[config.mk]
export PLATFORM = sky130hd
export DESIGN_NAME = uart_rx_ctrl
export DESIGN_NICKNAME = d
export VERILOG_FILES = /design/src/rtl/uart_rx_pkg.sv /design/src/rtl/uart_rx_edge_bit_cnt.sv /design/src/rtl/uart_rx_ctrl.sv
export SDC_FILE = /design/constraint.sdc
export NUM_CORES = 1
export LEC_CHECK = 0
export CAP_MARGIN = 15
export CORE_AREA = 8 8 73 75
export CTS_CLUSTER_SIZE = 40
export DETAILED_ROUTE_END_ITERATION = 10
export DIE_AREA = 0 0 81 83
export PLACE_DENSITY_LB_ADDON = 0.08
export SLEW_MARGIN = 20
export SYNTH_ARGS = -nofsm -noshare
export SYNTH_HDL_FRONTEND = slang
export SYNTH_HIERARCHICAL = 1
export SYNTH_SLANG_ARGS = --single-unit
export TNS_END_PERCENT = 5
[constraint.sdc]
create_clock -name CLK -period 2.8 [get_ports CLK]
set_clock_uncertainty 0.15 [all_clocks]
set_input_delay 0.28 -clock CLK [delete_from_list [all_inputs] [get_ports CLK]]
set_output_delay 0.28 -clock CLK [all_outputs]
set_load 0.02 [all_outputs]
[src/rtl/uart_rx_pkg.sv]
// Shared types and constants for the UART receive path.
// State encoding, parity kinds and frame bit indices.
package uart_rx_pkg;

    typedef logic [2:0] state_t;

    localparam state_t ST_IDLE   = 3'd0;
    localparam state_t ST_START  = 3'd1;
    localparam state_t ST_DATA   = 3'd2;
    localparam state_t ST_PARITY = 3'd3;
    localparam state_t ST_STOP   = 3'd4;
    localparam state_t ST_OUT    = 3'd5;

    localparam logic PAR_EVEN = 1'b0;
    localparam logic PAR_ODD  = 1'b1;

    localparam logic [3:0] BIT_START = 4'd0;
    localparam logic [3:0] BIT_PAR   = 4'd9;

    localparam int unsigned PRESC_RST = 8;

    // States in which the edge/bit counters advance.
    function automatic logic counting(input state_t s);
        return (s == ST_START) || (s == ST_DATA) ||
               (s == ST_PARITY) || (s == ST_STOP);
    endfunction

endpackage

[src/rtl/uart_rx_edge_bit_cnt.sv]
// Oversampling edge counter and frame bit counter.
// Prescale is captured on load and used for the wrap point.
module uart_rx_edge_bit_cnt
    import uart_rx_pkg::*;
#(
    parameter int PRESC_W = 6
) (
    input  logic               CLK,
    input  logic               RST,
    input  logic               load,
    input  logic [PRESC_W-1:0] presc_in,
    input  logic               cnt_en,
    input  logic               cnt_clr,
    output logic [PRESC_W-1:0] presc_q,
    output logic [PRESC_W-1:0] edge_cnt,
    output logic [3:0]         bit_cnt,
    output logic               edge_last
);

    assign edge_last = (edge_cnt == presc_q - PRESC_W'(1));

    always_ff @(posedge CLK or negedge RST) begin
        if (!RST) begin
            presc_q <= PRESC_W'(PRESC_RST);
        end else if (load) begin
            presc_q <= presc_in;
        end
    end

    // Clear wins over enable so a wrap into IDLE/OUT lands on zero.
    always_ff @(posedge CLK or negedge RST) begin
        if (!RST) begin
            edge_cnt <= '0;
            bit_cnt  <= '0;
        end else if (cnt_clr) begin
            edge_cnt <= '0;
            bit_cnt  <= '0;
        end else if (cnt_en) begin
            if (edge_last) begin
                edge_cnt <= '0;
                bit_cnt  <= bit_cnt + 4'd1;
            end else begin
                edge_cnt <= edge_cnt + PRESC_W'(1);
            end
        end
    end

endmodule

[src/rtl/uart_rx_ctrl.sv]
// UART receive frame controller: start detect, deserialise,
// parity and stop checks, one-cycle data_valid per clean frame.
module uart_rx_ctrl
    import uart_rx_pkg::*;
#(
    parameter int DATA_WIDTH = 8,
    parameter int PRESC_W    = 6
) (
    input  logic                  CLK,
    input  logic                  RST,
    input  logic                  RX_IN,
    input  logic [PRESC_W-1:0]    Prescale,
    input  logic                  PAR_EN,
    input  logic                  PAR_TYP,
    input  logic                  sampled_bit,
    output logic                  dat_samp_en,
    output logic [PRESC_W-1:0]    edge_cnt,
    output logic [3:0]            bit_cnt,
    output logic [DATA_WIDTH-1:0] P_DATA,
    output logic                  data_valid,
    output logic                  par_err,
    output logic                  stp_err,
    output logic                  strt_glitch,
    output logic                  busy
);

    state_t             st_q;
    state_t             st_d;
    logic               detect;
    logic               edge_last;
    logic               edge_mid;
    logic               cnt_en;
    logic               par_en_q;
    logic               par_typ_q;
    logic               par_exp;
    logic [PRESC_W-1:0] presc_q;

    assign detect   = (st_q == ST_IDLE) && !RX_IN;
    assign edge_mid = (edge_cnt == (presc_q >> 1) + PRESC_W'(3));
    assign par_exp  = (^P_DATA) ^ par_typ_q;

    // Counters follow the state being entered, not the one left.
    assign cnt_en = counting(st_d);

    uart_rx_edge_bit_cnt #(
        .PRESC_W (PRESC_W)
    ) u_cnt (
        .CLK       (CLK),
        .RST       (RST),
        .load      (detect),
        .presc_in  (Prescale),
        .cnt_en    (cnt_en),
        .cnt_clr   (!cnt_en),
        .presc_q   (presc_q),
        .edge_cnt  (edge_cnt),
        .bit_cnt   (bit_cnt),
        .edge_last (edge_last)
    );

    always_ff @(posedge CLK or negedge RST) begin
        if (!RST) begin
            st_q <= ST_IDLE;
        end else begin
            st_q <= st_d;
        end
    end

    always_comb begin
        st_d = st_q;
        unique case (st_q)
            ST_IDLE: begin
                if (!RX_IN) st_d = ST_START;
            end
            ST_START: begin
                if (edge_last) st_d = sampled_bit ? ST_IDLE : ST_DATA;
            end
            ST_DATA: begin
                if (edge_last && bit_cnt == 4'(DATA_WIDTH))
                    st_d = par_en_q ? ST_PARITY : ST_STOP;
            end
            ST_PARITY: begin
                if (edge_last) st_d = ST_STOP;
            end
            ST_STOP: begin
                if (edge_mid) st_d = ST_OUT;
            end
            ST_OUT: begin
                st_d = ST_IDLE;
            end
            default: st_d = ST_IDLE;
        endcase
    end

    always_comb begin
        dat_samp_en = 1'b0;
        busy        = 1'b0;
        data_valid  = 1'b0;
        unique case (1'b1)
            (st_q == ST_IDLE): begin
                busy = 1'b0;
            end
            (st_q == ST_OUT): begin
                busy       = 1'b1;
                data_valid = !par_err && !stp_err;
            end
            default: begin
                busy        = 1'b1;
                dat_samp_en = counting(st_q);
            end
        endcase
    end

    // Frame options are frozen at detection for the whole frame.
    always_ff @(posedge CLK or negedge RST) begin
        if (!RST) begin
            par_en_q  <= 1'b0;
            par_typ_q <= PAR_EVEN;
        end else if (detect) begin
            par_en_q  <= PAR_EN;
            par_typ_q <= PAR_TYP;
        end
    end

    always_ff @(posedge CLK or negedge RST) begin
        if (!RST) begin
            P_DATA <= '0;
        end else if (st_q == ST_DATA && edge_last) begin
            P_DATA <= {sampled_bit, P_DATA[DATA_WIDTH-1:1]};
        end
    end

    always_ff @(posedge CLK or negedge RST) begin
        if (!RST) begin
            par_err <= 1'b0;
            stp_err <= 1'b0;
        end else if (detect) begin
            par_err <= 1'b0;
            stp_err <= 1'b0;
        end else begin
            if (st_q == ST_PARITY && edge_last)
                par_err <= (sampled_bit != par_exp);
            if (st_q == ST_STOP && edge_mid)
                stp_err <= !sampled_bit;
        end
    end

    always_ff @(posedge CLK or negedge RST) begin
        if (!RST) begin
            strt_glitch <= 1'b0;
        end else begin
            strt_glitch <= (st_q == ST_START) && edge_last && sampled_bit;
        end
    end

endmodule
==> results.json, run 1 <==
{
  "outcome": "finished, final reports clean",
  "clock-root-buffer": "clkbuf_8",
  "critPathSlowestCell": "or3_4",
  "cts_tree": "done",
  "ys_ff_latch": 32,
  "start_util_pct": 45.7,
  "dp_cells": 284,
  "vias_per_cell": 5.44,
  "slew_viol_final": 0,
  "placedInstanceArea_um2": 2460,
  "num_rows": 24,
  "drive_gt1_share_pct": 28.8,
  "clk_pin_slew_worst_paths_ps": 60,
  "drt-total-wl_um": 4860,
  "worst_pin_slew_ps": 584,
  "syn-num-nets": 199,
  "num_vias": 1606,
  "area_growth_pct": 38.2,
  "crit_arrival_ps": 2790,
  "ir_worst_vdd_mv": 0.731,
  "cts_buffer_depth": 2,
  "fp.dieH_um": 83,
  "portBuffers": 35,
  "grt_pass1_vias": 1635,
  "rsz0062_at_grt": "true",
  "max-slew-margin-rel_pct": 61.0,
  "cts_hold_buf": 0,
  "worstPathMaxFanout": 6,
  "hold_class": "in2async",
  "cpPeakStageDelay_ps": 420,
  "hold_viol_final": 0,
  "ys_top_cells_by_area": "dfrtp_1, mux2_2, xnor2_1",
  "gr-total-overflow": 0,
  "avgSynthCellArea_um2": 10.5,
  "stdcell_area_um2": 2660,
  "path_common_cell": "nor4_4",
  "grt_pass1_wl_um": 7530,
  "die_area_um2": 6720,
  "n_antenna_cell": 0,
  "cts.sink_count": 32,
  "layout.nets": 258,
  "synth_top_cell_area_share_pct": 40.4,
  "critical_path.top_delay_family": "simple AND/OR/NAND/NOR gates",
  "synth_cells": 183,
  "yosysWarnings": 6,
  "powerDensity_nw_per_um2": 1070,
  "drt_iter0_drc": 97,
  "post-route-period-util_pct": 98.9,
  "htreeDepth": 2,
  "numCtsBuffers": 5,
  "wl_per_cell_um": 16.5,
  "required_ps": 2820,
  "ys_seq_area_share_pct": 41.7,
  "crit_type": "reg2reg",
  "pin_count": 36,
  "max-cap-violations": 0,
  "yosys.area.top_type": "dfrtp_1",
  "dp_hpwl_um": 3500,
  "core-area_um2": 4200,
  "yosysMostFrequentCell": "dfrtp_1",
  "path_buf_inv": 0,
  "syn-cell-area_um2": 1920,
  "fp.dieW_um": 81,
  "post-route-util_pct": 63.2,
  "firstDrtPassIters": 4,
  "power_mw": 2.86,
  "setup_viol": 0,
  "crit_chain": "or3_4 -> nor4_4 -> nor4_4 -> and2_4 -> and3b_1 -> o21ai_2 -> and3_4 -> and3_2 -> mux2_4",
  "fin_setup_tns_ps": 0,
  "yosys.cell_types.count": 49,
  "antenna_found_initial": 0,
  "ant_nets": 0,
  "grt_start_max_net_pins": 33,
  "finalNonFillerCells": 295,
  "ys.flop_type": "dfrtp_1",
  "endpoint_kind": "flip-flop",
  "ys_top_cells_by_count": "dfrtp_1, mux2_2, xnor2_1",
  "p_leak_nw": 1.15,
  "grt.total_usage_pct": 13.9,
  "drc": 0,
  "period_needed_ps": 2770,
  "synth_edf_count": 0,
  "clk_latency_ps": 280,
  "cp-start-kind": "flip-flop",
  "gp_congestion": 0.837,
  "fmax_mhz": 361,
  "synth-async-reset-ratio_pct": 100
}
[repair_timing]
action | in CTS | in global routing
endpoints found under the setup margin | 5 | 19
resized for setup | 2 | 18
buffers inserted | 1 | 2
pin swaps | 7 | 8
[worst reg2reg max path: stages (launching register included)]
cell and delay [ps]:
dfrtp_1 410, or3_4 430, nor4_4 300, nor4_4 80
and2_4 170, and3b_1 160, o21ai_2 150, and3_4 220
and3_2 280, mux2_4 310
[worst paths after layout]
check | start | end | slack (ps) | cells after the start
worst max-delay path | u_cnt/presc_q[0] | u_cnt/bit_cnt[0] | 30 | 9
worst min register to register | u_cnt/presc_q[3] | u_cnt/presc_q[3] | 400 | 2
min in group CLK | Prescale[3] | u_cnt/presc_q[3] | 390 | 3
worst max register to register | u_cnt/presc_q[0] | u_cnt/bit_cnt[0] | 30 | 9
max in group asynchronous | RST | u_cnt/presc_q[3] | 1920 | 2
worst min-delay path | RST | P_DATA[0] | 250 | 2
[cell families (layout without fill, tap and decap cells)]
family          after synthesis  count (layout)  synth area share, %
mux                          18              18                 10.7
simple gates                 67              67                 21.8
compound gates               22              22                 6.77
fa+ha+maj                     4               4                 2.60
flops                        32              32                 41.7
xor+xnor                     26              26                 13.0
buf+inv                      14              74                 3.45
[layout by cell type, fill, tap and decap left out, types with 3 or more instances in the layout]
cell / Yosys / layout
a21oi_1: 4 / 4
and3_1: 5 / 3
buf_4: 1 / 23
clkbuf_8: 0 / 6
clkdlybuf4s50_1: 0 / 35
dfrtp_1: 31 / 31
ha_1: 4 / 3
inv_1: 6 / 4
inv_2: 1 / 3
mux2_2: 15 / 14
nand2_1: 9 / 9
nand2b_1: 4 / 4
nand3b_1: 5 / 5
nand4_1: 3 / 3
nor2_1: 8 / 8
nor2b_1: 5 / 5
nor3_1: 3 / 3
nor4_1: 6 / 3
o21ai_0: 11 / 9
xnor2_1: 15 / 14
xor2_1: 9 / 9
[metal layers]
metal | up-vias | wire length (um) | track usage [%]
met5 | - | 0 | 0
met2 | 45 | 2530 | 23.5
li1 | 764 | - | -
met1 | 791 | 2010 | 15.8
met3 | 6 | 268 | 4.42
met4 | 0 | 57 | 4.55
[power breakdown]
group          internal, mW  total (mW)  switching (mW)
sequential            0.613       0.790           0.178
clock                 0.200       0.362           0.162
combinational         0.864        1.70           0.839
total                  1.68        2.86            1.18
[sequential cells by signal, summed over array words and instances, names as in the netlist]
register,flops
par_typ_q,1
stp_err,1
par_err,1
u_cnt/edge_cnt,6
strt_glitch,1
u_cnt/presc_q,6
u_cnt/bit_cnt,4
st_q,3
par_en_q,1
P_DATA,8
[metrics by stage]
stage | worst slack (ps) | hold WS, ps
floorplan | -21.7 | -166
global placement | 8.96 | 375
detailed placement | -57.6 | 394
CTS | 9.58 | 271
global route | -46.0 | 299
finish | 30.5 | 253
[final cells by class]
class,count,area [um^2]
clock buffers,8,90.1
repair buffers,59,534
well taps,52,65.1
multi-input cells,137,1140
flip-flops and latches,32,802
fillers,348,1550
inverters,7,26.3
No activity file was read; power rests on OpenSTA's default activity.
==> run 2, diff against run 1 <==
- GPL_ROUTABILITY_DRIVEN: default -> 0
==> results of run 2 <==
Same layout as run 1: the final DEF is identical, and so are final timing and power.
